### config.mk
export PLATFORM = sky130hd
export DESIGN_NAME = vdp_cpu_port
export DESIGN_NICKNAME = d
export VERILOG_FILES = /design/src/rtl/vdp_cpu_pkg.sv /design/src/rtl/pin_sync_filter.sv /design/src/rtl/vdp_cpu_port.sv
export SDC_FILE = /design/constraint.sdc
export NUM_CORES = 1
export LEC_CHECK = 0
export CORE_UTILIZATION = 23
export CTS_BUF_LIST = sky130_fd_sc_hd__clkbuf_8
export DETAILED_ROUTE_END_ITERATION = 7
export HOLD_SLACK_MARGIN = 0.05
export MAX_ROUTING_LAYER = met4
export SKIP_CTS_REPAIR_TIMING = 1
export SLEW_MARGIN = 20
export SYNTH_ARGS = -nofsm -noshare
export SYNTH_HDL_FRONTEND = slang
export SYNTH_SLANG_ARGS = --single-unit
### constraint.sdc
create_clock -name clk -period 4.6 [get_ports clk]
set_clock_uncertainty 0.1 [all_clocks]
set_input_delay 0.92 -clock clk [delete_from_list [all_inputs] [get_ports clk]]
set_output_delay 0.92 -clock clk [all_outputs]
set_load 0.05 [all_outputs]
### src/rtl/vdp_cpu_pkg.sv
// Shared types for the VDP CPU port: detector FSM states and the access queue entry.
package vdp_cpu_pkg;

    localparam int VDP_ADDR_W = 2;
    localparam int VDP_DATA_W = 8;

    typedef enum logic {
        ST_IDLE = 1'b0,
        ST_HELD = 1'b1
    } vdp_state_t;

    // Field widths follow the default port widths of vdp_cpu_port.
    typedef struct packed {
        logic                  wrt;
        logic [VDP_ADDR_W-1:0] adr;
        logic [VDP_DATA_W-1:0] dat;
    } vdp_entry_t;

endpackage

### src/rtl/pin_sync_filter.sv
// Two-flop synchroniser followed by an agreement filter: the output follows the
// synchronised pin only after FILTER_LEN consecutive samples that differ from it.
module pin_sync_filter #(
    parameter int FILTER_LEN = 3
) (
    input  logic clk,
    input  logic reset,
    input  logic pin_i,
    output logic filt_o
);

    localparam int CNT_W = (FILTER_LEN > 1) ? $clog2(FILTER_LEN) : 1;
    localparam logic [CNT_W-1:0] CNT_RELOAD = CNT_W'(FILTER_LEN - 1);

    logic             s1_q, s2_q, filt_q;
    logic [CNT_W-1:0] cnt_q;

    // Everything presets to the inactive level so a pin low at release pays full latency.
    always_ff @(posedge clk) begin
        if (reset) begin
            s1_q   <= 1'b1;
            s2_q   <= 1'b1;
            filt_q <= 1'b1;
            cnt_q  <= CNT_RELOAD;
        end else begin
            s1_q <= pin_i;
            s2_q <= s1_q;
            if (s2_q == filt_q) begin
                cnt_q <= CNT_RELOAD;
            end else if (cnt_q == '0) begin
                filt_q <= s2_q;
                cnt_q  <= CNT_RELOAD;
            end else begin
                cnt_q <= cnt_q - CNT_W'(1);
            end
        end
    end

    assign filt_o = filt_q;

endmodule

### src/rtl/vdp_cpu_port.sv
// CPU-side port of the VDP: filters async strobes, queues one access per strobe,
// and issues the queue head to the core with a req/ack handshake.
//   state   | meaning
//   ST_IDLE | waiting for exactly one filtered strobe to go low
//   ST_HELD | access captured; waiting for the strobe pair to change
module vdp_cpu_port
    import vdp_cpu_pkg::*;
#(
    parameter int ADDR_W     = VDP_ADDR_W,
    parameter int DATA_W     = VDP_DATA_W,
    parameter int FILTER_LEN = 3,
    parameter int FIFO_DEPTH = 4
) (
    input  logic                        clk,
    input  logic                        reset,
    input  logic                        csr_n,
    input  logic                        csw_n,
    input  logic [ADDR_W-1:0]           mode,
    input  logic [DATA_W-1:0]           cd_in,
    output logic                        req,
    output logic                        wrt,
    output logic [ADDR_W-1:0]           adr,
    output logic [DATA_W-1:0]           dbo,
    input  logic                        ack,
    input  logic [DATA_W-1:0]           dbi,
    output logic [DATA_W-1:0]           rd_data,
    output logic                        rd_valid,
    output logic                        overflow,
    output logic [$clog2(FIFO_DEPTH):0] level
);

    localparam int PTR_W = $clog2(FIFO_DEPTH);
    localparam int LVL_W = PTR_W + 1;
    localparam logic [LVL_W-1:0] LVL_FULL = LVL_W'(FIFO_DEPTH);

    logic              csr_f, csw_f;
    logic [ADDR_W-1:0] mode_f;

    pin_sync_filter #(.FILTER_LEN(FILTER_LEN)) u_csr (
        .clk(clk), .reset(reset), .pin_i(csr_n), .filt_o(csr_f));
    pin_sync_filter #(.FILTER_LEN(FILTER_LEN)) u_csw (
        .clk(clk), .reset(reset), .pin_i(csw_n), .filt_o(csw_f));

    for (genvar gi = 0; gi < ADDR_W; gi++) begin : g_mode
        pin_sync_filter #(.FILTER_LEN(FILTER_LEN)) u_mode (
            .clk(clk), .reset(reset), .pin_i(mode[gi]), .filt_o(mode_f[gi]));
    end

    vdp_state_t state_q, state_d;
    logic [1:0] cap_q, cap_d;
    logic       push;
    vdp_entry_t push_ent;

    assign push_ent = {~csw_f, mode_f, cd_in};

    always_comb begin
        state_d = state_q;
        cap_d   = cap_q;
        push    = 1'b0;
        case (state_q)
            ST_IDLE: begin
                // Both strobes low together is ambiguous and ignored.
                if (csr_f ^ csw_f) begin
                    push    = 1'b1;
                    cap_d   = {csr_f, csw_f};
                    state_d = ST_HELD;
                end
            end
            ST_HELD: begin
                if ({csr_f, csw_f} != cap_q) state_d = ST_IDLE;
            end
            default: state_d = ST_IDLE;
        endcase
    end

    vdp_entry_t       mem_q [FIFO_DEPTH];
    logic [PTR_W-1:0] wr_ptr_q, rd_ptr_q;
    logic [LVL_W-1:0] level_q, level_d;
    logic             full, pop, push_ok, drop;
    vdp_entry_t       ent_q, ent_d;
    logic             req_q, req_d;
    logic [DATA_W-1:0] rd_data_q;
    logic             rd_valid_q, overflow_q;

    assign full    = (level_q == LVL_FULL);
    assign pop     = req_q & ack;
    assign push_ok = push & (~full | pop);
    assign drop    = push & full & ~pop;

    always_comb begin
        level_d = level_q;
        if (push_ok && !pop)      level_d = level_q + LVL_W'(1);
        else if (pop && !push_ok) level_d = level_q - LVL_W'(1);
    end

    // The presented entry is refilled in the ack cycle so consecutive entries issue without a gap.
    always_comb begin
        req_d = req_q;
        ent_d = ent_q;
        if (!req_q) begin
            if (level_q != '0) begin
                req_d = 1'b1;
                ent_d = mem_q[rd_ptr_q];
            end
        end else if (ack) begin
            if (level_q > LVL_W'(1))  ent_d = mem_q[rd_ptr_q + PTR_W'(1)];
            else if (push_ok)         ent_d = push_ent;
            else                      req_d = 1'b0;
        end
    end

    always_ff @(posedge clk) begin
        if (push_ok) mem_q[wr_ptr_q] <= push_ent;
    end

    always_ff @(posedge clk) begin
        if (reset) begin
            state_q    <= ST_IDLE;
            cap_q      <= 2'b11;
            wr_ptr_q   <= '0;
            rd_ptr_q   <= '0;
            level_q    <= '0;
            req_q      <= 1'b0;
            ent_q      <= '0;
            rd_data_q  <= '0;
            rd_valid_q <= 1'b0;
            overflow_q <= 1'b0;
        end else begin
            state_q    <= state_d;
            cap_q      <= cap_d;
            level_q    <= level_d;
            req_q      <= req_d;
            ent_q      <= ent_d;
            rd_valid_q <= pop & ~ent_q.wrt;
            overflow_q <= overflow_q | drop;
            if (push_ok) wr_ptr_q <= wr_ptr_q + PTR_W'(1);
            if (pop)     rd_ptr_q <= rd_ptr_q + PTR_W'(1);
            if (pop && !ent_q.wrt) rd_data_q <= dbi;
        end
    end

    assign req      = req_q;
    assign wrt      = ent_q.wrt;
    assign adr      = ent_q.adr;
    assign dbo      = ent_q.dat;
    assign rd_data  = rd_data_q;
    assign rd_valid = rd_valid_q;
    assign overflow = overflow_q;
    assign level    = level_q;

endmodule
# ---- Word level (Yosys, flattened, before mapping)
# Memories as Yosys holds them, arrays and structs flattened. A register that Yosys moved wholly into a read port is not among the register bits.
# Cells that the tools add are included.
# Widths: inputs -> output; s select.
dict set report word_totals {
  wordCells 105
  regBits 52
  ram_bits 44
  input_bits 23
  n_memories 1
}
dict set report classes {
  n_reduce_logical 23
  bitwise 17
  muxes 19
  add_sub_neg 8
  eq_ne 8
  order_cmp 1
}
# memory words word_bits rd rd_clocked_by_memory_dff wr line
set mem_list {}
lappend mem_list {mem_q 4 11 2 1 1 vdp_cpu_port.sv:76} ;# vdp_entry_t mem_q [FIFO_DEPTH];
# cell count
set ops {}
lappend ops {{$mux 11} 5}
lappend ops {{$reduce_or 3->1} 4}
lappend ops {{$reduce_and 2->1} 5}
lappend ops {{$mux 1} 9}
lappend ops {{$not 1->1} 9}
lappend ops {{$logic_not 2->1} 4}
lappend ops {{$sub 2x1->2 const B} 4}
lappend ops {{$mux 3} 2}
lappend ops {{$and 1x1->1} 5}
lappend ops {{$add 2x1->2 const B} 2}
lappend ops {{$eq 1x1->1} 4}
lappend ops {{$mux 2} 2}
lappend ops {{$reduce_bool 2->1} 2}
lappend ops {{$add 3x1->3 const B} 1}
lappend ops {{$eq 3x3->1 const B} 1}
lappend ops {{$gt 3x1->1 const B} 1}
lappend ops {{$logic_and 1x1->1} 3}
lappend ops {{$logic_not 1->1} 3}
lappend ops {{$ne 3x2->1 const B} 1}
lappend ops {{$reduce_and 3->1} 1}
lappend ops {{$reduce_bool 3->1} 1}
lappend ops {{$sub 3x1->3 const B} 1}
lappend ops {{$ne 2x2->1} 1}
lappend ops {{$ne 2x2->1 const B} 1}
lappend ops {{3 further kinds} 4}

# ---- Longest topological paths before layout
# Gate-level depths: netlist of run 1.
dict set report logic_depth {
  depth_word 8
  depth_mapped 8
}

# ---- Hierarchy
# From an unflattened synthesis of run 1, not the netlist that was laid out.
dict set report hier_totals {
  cells_unflattened 332
  hier_area_um2 4242.8
}
# module seq_area_each_um2 cells_each n_inst area_each_um2
set modules_own_cells {}
lappend modules_own_cells {vdp_cpu_port 2001.9 268 1 3557.2}
lappend modules_own_cells {pin_sync_filter 100.1 16 4 171.4}

# ---- Worst setup path after synthesis of run 1
# OpenSTA, ideal clock, no wires.
dict set report synth_path {
  kind {reg2reg}
  from {register level_q[0] (netlist: level[0])}
  to {register level_q[2] (netlist: level[2])}
  arrival_time_ps 2299
  path_slack_ps 2130
  synth_period_minus_slack_ps 2470
  stages_incl_launch_ff 7
  t_required_ps 4429
  path_buffers 0
  cell_sequence {dfxtp_1 -> inv_1 -> ha_1 -> a311oi_4 -> ha_1 -> or3_1 -> a21oi_1}
}
dict set report synth_between {
  elab_chain_cells 7
}
# item line
set synth_lines {}
lappend synth_lines {{start, declared} vdp_cpu_port.sv:78} ;# logic [LVL_W-1:0] level_q, level_d;
lappend synth_lines {{start signal, assigned} vdp_cpu_port.sv:131} ;# level_q <= level_d;
lappend synth_lines {{$eq 3x3->1 (*)} vdp_cpu_port.sv:85} ;# assign full = (level_q == LVL_FULL);
lappend synth_lines {{$not 1->1 (*)} vdp_cpu_port.sv:87} ;# assign push_ok = push & (~full | pop);
lappend synth_lines {{$or 1x1->1 (*)} vdp_cpu_port.sv:87}
lappend synth_lines {{$and 1x1->1 (*)} vdp_cpu_port.sv:87}
lappend synth_lines {{via push_ok} vdp_cpu_port.sv:79} ;# logic full, pop, push_ok, drop;
lappend synth_lines {{$logic_not 1->1} vdp_cpu_port.sv:93} ;# else if (pop && !push_ok) level_d = level_q - LVL_W'(1);
lappend synth_lines {{$logic_and 1x1->1} vdp_cpu_port.sv:93}
lappend synth_lines {{$reduce_bool 2->1 (no line)} n/a}
# The timed path passes the listed nets; every way through them passes the cells marked *. The select of a mux whose other input is x is not followed.
# A chain may end at the register's enable or synchronous reset.

# ---- Worst setup path in the final report of run 1
dict set report layout_path {
  from {register req_q (netlist: req)}
  to {output req}
}
# item line
set layout_lines {}
lappend layout_lines {{start, declared} vdp_cpu_port.sv:81} ;# logic req_q, req_d;
lappend layout_lines {{start signal, assigned} vdp_cpu_port.sv:132} ;# req_q <= req_d;
lappend layout_lines {{end, declared} vdp_cpu_port.sv:20} ;# output logic req,
# No word-level cell between the ends.

==> results of run 1 <==
==> registers in the layout (all words and copies together), names as in the netlist, 2 cells and up, named ones only <==
name,cells
g_mode.u_mode.s2_q,2
g_mode.u_mode.cnt_q,4
rd_ptr_q,2
rd_data,8
u_csr.cnt_q,2
level,3
dbo,8
u_csw.cnt_q,2
adr,2
cap_q,2
mem_q,44
wr_ptr_q,2
g_mode.u_mode.filt_o,2
g_mode.u_mode.s1_q,2
==> power groups by stage <==
stage | Clock (mW) | Combinational, mW | Sequential, mW
global placement | 0 | 0.806 | 1.14
detailed placement | 0 | 0.815 | 1.15
global route | 0.598 | 0.871 | 1.14
CTS | 0.564 | 0.819 | 1.13
floorplan | 0 | 0.417 | 1.28
finish | 0.550 | 0.819 | 1.12
==> cell usage in the layout, fill, tap and decap left out, types with 16 or more instances in the layout <==
cell type	Yosys	layout
mux4_2	17	17
nand2_1	25	25
inv_1	17	18
nand3_1	17	17
clkdlybuf4s50_1	0	47
dfxtp_1	54	54
o21ai_0	16	16
edfxtp_1	44	44
==> routing by layer <==
layer,global-route usage [%],vias to the layer above,routed length (um)
met1,12.21,1360,4043
met2,17.19,78,4515
met3,2.078,13,515
met4,5.500,0,230
li1,-,1312,-
met5,-,-,0
==> Yosys cell counts (2+ instances only) <==
library cell,instances
a21oi_1,14
a32o_1,11
and2_1,4
buf_2,5
buf_4,2
buf_6,3
clkbuf_1,8
dfxtp_1,54
edfxtp_1,44
ha_1,13
inv_1,17
mux2i_1,3
mux4_1,5
mux4_2,17
nand2_1,25
nand2b_1,2
nand3_1,17
nor2_1,13
nor3_1,4
nor4_1,4
o211ai_1,6
o21ai_0,16
or2_0,2
or2_1,7
or2_2,11
xnor2_1,6
xor2_1,4
==> final cells by class <==
cell class              count  share of cell area [%]
flip-flops and latches     98                   47.00
multi-input cells         199                   32.90
repair buffers             48                   9.351
well taps                 229                   5.606
clock buffers               9                   2.424
clock inverters             7                   1.346
inverters                  18                   1.322
diodes                      1                 0.04896
==> final timing paths <==
kind | from | to | slack [ps] | cells after the start
worst max-delay path | req | req | 1270 | 1
worst min-delay path | g_mode[1].u_mode.s1_q | g_mode[1].u_mode.s2_q | 320 | 1
worst max register to register | req | mem_q[2][10] | 1690 | 3
worst min register to register | g_mode[1].u_mode.s1_q | g_mode[1].u_mode.s2_q | 320 | 1
==> logic make-up after synthesis <==
| kind of cell | synth area share (%) |
|---|---|
| xor gates and xnor gates | 2.438 |
| AOI/OAI and AO/OA | 9.225 |
| muxes | 12.78 |
| and+or+nand+nor | 11.13 |
| DFF | 56.40 |
| buffers and inverters | 4.201 |
| adders and majority gates | 3.819 |
==> impl_metrics.toml, run 1 <==
[final_layout]
drive_gt1_share_pct = 13.19
final_cell_area_um2 = 5111
area.growth.synth_to_final_pct = 20.01
finalNonFillerCells = 609
fin_util_pct = 28.26
seq_area_um2 = 2402
fillers = 1815
fin_nets = 410
multi_input_area_um2 = 1682

[sta]
whs_ps = 318.6
hold_viol = 0
fin_crit_ps = 3332
layout_setup_ws_ps = 1268
setup_violations = 0
slew_headroom_pct = 35.07
timing.final.crit_share_pct = 72.44
tightestPinTransition_ps = 972.6
clock.fmax_mhz = 300.1
setup_tns_ps = 0
drv_slew = 0
rsz0062_at_grt = "no"

[global_routing]
grtUsageTotal_pct = 10.49
grt_antenna_before_repair = 1
overflow = 0
grt_pass1_wl_mm = 14.95
grt_max_degree = 33
grt_pass1_vias = 2847

[power_and_ir_drop]
switching_share_pct = 37.07
p_sw_mw = 0.9239
ir_worst_vdd_uv = 132.6
power_density_nw_per_um2 = 487.7
leakage_nw = 1.701
p_total_mw = 2.493
combPwrFrac_pct = 32.9
p_int_mw = 1.569
p_clk_share_pct = 22.1
power.share.sequential_pct = 45.1

[place]
dp_cells = 592
place_congestion = 0.7856
place_area_um2 = 4912
dp_hpwl_mm = 6.422
place_ws_ps = 1402
port_buffers = 47

[yosys]
syn_inst = 334
seq_area_frac_synth_pct = 56.40
synthTopCellsByArea = "edfxtp_1 (31%), dfxtp_1 (25%), mux4_2 (9.0%)"
synth_top_area_share_pct = 31.02
post-synth-top-area-cell = "edfxtp_1"
syn_area_per_cell_um2 = 12.75
async_flop_share_pct = 0
synth_nets = 370
synthDistinctLibCells = 44
yosys_warnings = 0
synth_area_um2 = 4259
synth_edf_count = 44
ys.flop_type = "dfxtp_1"
ys_ff_latch = 98

[critical_path]
timing.critical_path.buf_inv = 1
worstPathCellList = "clkdlybuf4s50_1"
critPathMaxFanout = 28
cp-end-kind = "output pin"
slowest_delay_ps = 970
required_ps = 3580
critPathKind = "reg -> out"
crit_arrival_ps = 2310
cp_top_family = "flip-flops"
cp-start-kind = "flip-flop"
crit_slowest_cell = "dfxtp_1"

[routing]
drtIter0Drc = 209
vias = 2763
via_per_inst = 4.537
drc = 12
firstDrtPassIters = 6
wire_per_inst_um = 15.28
ant_nets = 0
routed_wl_mm = 9.305

[floorplanning]
initial_utilization_pct = 23.55
dieArea_um2 = 19070
die_height_um = 138.1
pin_count = 48
rows = 49
fp.dieW_um = 138.1
core-area_um2 = 18090

[clock_network]
cts_tree = "done"
numCtsBuffers = 9
clk_pin_slew_worst_paths_ps = 90
ctsRootBufferMaster = "clkbuf_8"
clk_path_buf_depth = 2
cts.sink_count = 98
htreeDepth = 3
clk_latency_ps = 360

[run_status]
violations = "DRC"
status = "complete, but fails checks"

[hold_path]
min_path_type = "reg -> reg"

[run]
maxCapViolations = 0
Note: power is estimated with default switching activity, not from simulation.
==> run 2, diff against run 1 <==
- clock period: 4.6 -> 3.4 ns (I/O delays scaled with it)
==> run 2 against run 1 <==
  * The run still ends with DRC left
  * Sequential share of layout area rose by 0.10 points
  * Flip-flop and latch count did not move
  * Utilization fell by 0.062 points
  * Worst setup slack got worse by 560 ps
  * Highest routed layer unchanged
  * Sequential power rose by 33%
  * Register-to-register slack got worse by 690 ps
  * First-iteration DRC count fell by 9.1%
  * Clock power rose by 21%
  * Final area fell by 0.22%
  * Via count rose by 1.4%
  * Largest cell class unchanged
  * Die area did not move
  * Clock-buffer cell count rose by 1
==> impl_metrics.toml, run 2 (synthesis results as in run 1) <==
[run_status]
status = "complete, but fails checks"
violations = "DRC"

[critical_path]
timing.critical_path.buf_inv = 1
r2r_start = "req"
cp-start-kind = "flip-flop"
crit_start = "req"
r2r_setup_slack_ps = 1000
slowest_delay_ps = 920
cp-end-kind = "output pin"
critPathKind = "reg -> out"
r2r_cells = 3
crit_arrival_ps = 1910
worstPathCellList = "clkdlybuf4s50_1"
critPathMaxFanout = 13
crit_slowest_cell = "clkdlybuf4s50_1"
required_ps = 2620
cp_top_family = "buffers and inverters"
path_depth = 1

[final_layout]
largest_register_ffs = 44
drive_gt1_share_pct = 12.83
area.growth.synth_to_final_pct = 19.74
most-common-layout-cells = "dfxtp_1 (54), clkdlybuf4s50_1 (47), edfxtp_1 (44)"
fin_nets = 413
final_common_cell = "dfxtp_1"
finalNonFillerCells = 611
fin_util_pct = 28.20
top_register = "mem_q"
diodes = 0

[floorplanning]
dieArea_um2 = 19070
rows = 49
fp.dieW_um = 138.1
pin_count = 48
core-area_um2 = 18090
die_height_um = 138.1
initial_utilization_pct = 23.55

[routing]
vias = 2803
ant_nets = 0
firstDrtPassIters = 6
routed_wl_mm = 9.544
via_per_inst = 4.588
wire_per_inst_um = 15.62
drtIter0Drc = 190
drc = 11

[clock_network]
cts_tree = "done"
cts.sink_count = 98
ctsRootBufferMaster = "clkbuf_8"
clk_pin_slew_worst_paths_ps = 80
clk_latency_ps = 370
numCtsBuffers = 9
htreeDepth = 3
clk_path_buf_depth = 2

[place]
port_buffers = 47
dp_cells = 595
dp_hpwl_mm = 6.712
place_congestion = 0.7485

[power_and_ir_drop]
power_density_nw_per_um2 = 648.1
p_int_mw = 2.071
p_total_mw = 3.305
p_sw_mw = 1.235
combPwrFrac_pct = 34.7
power.share.sequential_pct = 45.1
p_clk_share_pct = 20.2
ir_worst_vdd_uv = 184.5
switching_share_pct = 37.35
leakage_nw = 1.712

[sta]
hold_viol = 0
slew_headroom_pct = 39.83
drv_slew = 0
setup_tns_ps = 0
rsz0062_at_grt = "no"
clock.fmax_mhz = 371.7
fin_crit_ps = 2690
tightestPinTransition_ps = 901.4
setup_violations = 0
timing.final.crit_share_pct = 79.12

[global_routing]
grt_max_degree = 38
overflow = 0
grt_pass1_wl_mm = 15.41
grt_antenna_before_repair = 0
grt_pass1_vias = 2859
grtUsageTotal_pct = 10.79

[hold_path]
hold-path-cell-count = 1
min_path_type = "reg -> reg"
hp-start = "g_mode[1].u_mode.s1_q"

[run]
maxCapViolations = 0
run 2: through the flow:
stage / hold WS (ps) / instance area (um2) / worst slack (ps)
floorplan: 289.5 / 4259 / 930.4
global placement: 297.6 / 4935 / 540.3
detailed placement: 298.7 / 4935 / 459.3
CTS: 319.5 / 5100 / 683.7
global route: 338.2 / 5100 / 625.4
finish: 316.2 / 5100 / 710.0
run 2: layout make-up:
type | instances | area [um2]
fill | 1797 | 12990
multi-input combinational | 199 | 1678
tap | 229 | 286.5
timing repair buffer | 51 | 500.5
clock inverter | 6 | 27.53
clock buffer | 10 | 137.6
sequential | 98 | 2402
inverter | 18 | 67.56
run 2: power groups by stage:
| stage | Clock (mW) | Combinational (mW) | Sequential [mW] |
|---|---|---|---|
| 5_1_grt | 0.735 | 1.22 | 1.52 |
| 3_5_place_dp | 0 | 1.15 | 1.52 |
| 6_report | 0.667 | 1.15 | 1.49 |
| 2_1_floorplan | 0 | 0.564 | 1.74 |
| 3_3_place_gp | 0 | 1.13 | 1.52 |
| 4_1_cts | 0.687 | 1.15 | 1.50 |
run 2: metal layers:
layer | vias up | global-route usage, % | share of wire [%]
met1 | 1401 | 13.10 | 44
met2 | 68 | 16.86 | 48
met5 | - | - | 0
li1 | 1317 | - | -
met3 | 17 | 2.598 | 5.1
met4 | 0 | 5.204 | 2.6
run 2: final timing paths:
kind / end
worst max-delay path: req
worst min-delay path: g_mode[1].u_mode.s2_q
worst max register to register: mem_q[2][1]
worst min register to register: g_mode[1].u_mode.s2_q
run 2: worst reg2reg max path: stages, from the launching register on:
cell and delay (ps):
dfxtp_1 620, nand2_2 250, a311oi_4 500, and2_1 570
==> run 3, diff against run 2 <==
- clock period: 3.4 -> 2.38 ns (I/O delays scaled with it)
==> run 3 against run 2 <==
  * Critical path depth unchanged
  * Worst hold slack improved by 8.3 ps
  * Largest cell class unchanged
  * The flow still finishes with violations (DRC)
  * Flip-flop and latch count unchanged
  * Utilization increased by 1.6 points
  * Critical path type unchanged
  * Sequential share of layout area decreased by 2.4 points
  * Critical endpoint is now level[0]
  * Final area increased by 5.6%
  * Combinational power increased by 57%
  * Clock-buffer cell count decreased by 1
  * Non-clock buffer count increased by 18
==> impl_metrics.toml, run 3 (synthesis results as in run 1) <==
[clock_network]
ctsRootBufferMaster = "clkbuf_8"
htreeDepth = 3
clk_latency_ps = 360
clk_path_buf_depth = 2
cts_tree = "done"
cts.sink_count = 98
clk_pin_slew_worst_paths_ps = 90
numCtsBuffers = 9

[global_routing]
grtUsageTotal_pct = 10.71
grt_max_degree = 38
grt_antenna_before_repair = 0
grt_pass1_vias = 2954
overflow = 0
grt_pass1_wl_mm = 15.53

[hold_path]
hp-start = "u_csw.s1_q"
min_path_type = "reg -> reg"

[critical_path]
cp_top_family = "buffers and inverters"
worstPathCellList = "clkdlybuf4s50_1"
cp-end-kind = "output pin"
slowest_delay_ps = 840
critPathMaxFanout = 7
r2r_start = "level[0]"
critPathKind = "reg -> out"
required_ps = 1800
crit_arrival_ps = 1620
cp-start-kind = "flip-flop"
crit_slowest_cell = "clkdlybuf4s50_1"
crit_start = "level[0]"
timing.critical_path.buf_inv = 1

[final_layout]
most-common-layout-cells = "dfxtp_1 (52), clkdlybuf4s50_1 (45), edfxtp_1 (44)"
diodes = 0
largest_register_ffs = 44
final_common_cell = "dfxtp_1"
area.growth.synth_to_final_pct = 26.41
fin_util_pct = 29.77
fin_nets = 431
final_cell_area_um2 = 5384
drive_gt1_share_pct = 18.75
top_register = "mem_q"
finalNonFillerCells = 629

[place]
place_congestion = 0.8106
place_area_um2 = 5142
dp_hpwl_mm = 6.837
place_ws_ps = 20.14
dp_cells = 613
port_buffers = 47

[sta]
tightestPinTransition_ps = 531.2
setup_tns_ps = 0
drv_slew = 0
rsz0062_at_grt = "no"
layout_setup_ws_ps = 180.1
hold_viol = 0
whs_ps = 324.5
clock.fmax_mhz = 454.6
timing.final.crit_share_pct = 92.43
setup_violations = 0
fin_crit_ps = 2200
slew_headroom_pct = 64.48

[run]
maxCapViolations = 0

[routing]
wire_per_inst_um = 15.17
drtIter0Drc = 192
via_per_inst = 4.496
ant_nets = 0
firstDrtPassIters = 6
routed_wl_mm = 9.542
vias = 2828
drc = 13

[floorplanning]
rows = 49
core-area_um2 = 18090
fp.dieW_um = 138.1
initial_utilization_pct = 23.55
pin_count = 48
die_height_um = 138.1
dieArea_um2 = 19070

[power_and_ir_drop]
leakage_nw = 1.854
ir_worst_vdd_uv = 267.5
power_density_nw_per_um2 = 956.3
p_total_mw = 5.149

[run_status]
violations = "DRC"
status = "complete, but fails checks"
==> run 3: final timing paths <==
kind / depth (start not counted) / slack, ps / endpoint
setup / recovery: 1 / 180 / level[0]
hold / removal: 1 / 320 / u_csw.s2_q
setup reg to reg: 9 / 350 / level[1]
hold reg to reg: 1 / 320 / u_csw.s2_q
==> run 3: final cells by class <==
class	count	area, um2
timing repair buffer	69	705.7
inverter	18	67.56
sequential	98	2405
tap	229	286.5
clock inverter	7	117.6
multi-input combinational	199	1678
fill	1797	12700
clock buffer	9	123.9
==> run 3: where the power goes <==
group / switching (mW) / total [mW] / internal, mW
logic: 1.09 / 1.81 / 0.721
clock network: 0.579 / 1.28 / 0.697
registers: 0.136 / 2.06 / 1.93
==> run 3: per-layer routing <==
metal | vias up | GRT usage (%) | share of wire [%]
met4 | 0 | 4.376 | 1.5
met3 | 11 | 2.078 | 4.2
met5 | - | - | 0
met2 | 65 | 17.78 | 49
met1 | 1408 | 12.76 | 46
li1 | 1344 | - | -
==> run 3: worst reg2reg max path, stage by stage (launching register included) <==
cell and delay (ps):
dfxtp_2 420, inv_1 90, ha_1 270, a311oi_4 300, ha_1 230, buf_4 120
xor2_1 160, nor2_1 60, a21oi_1 110, nor2_1 50
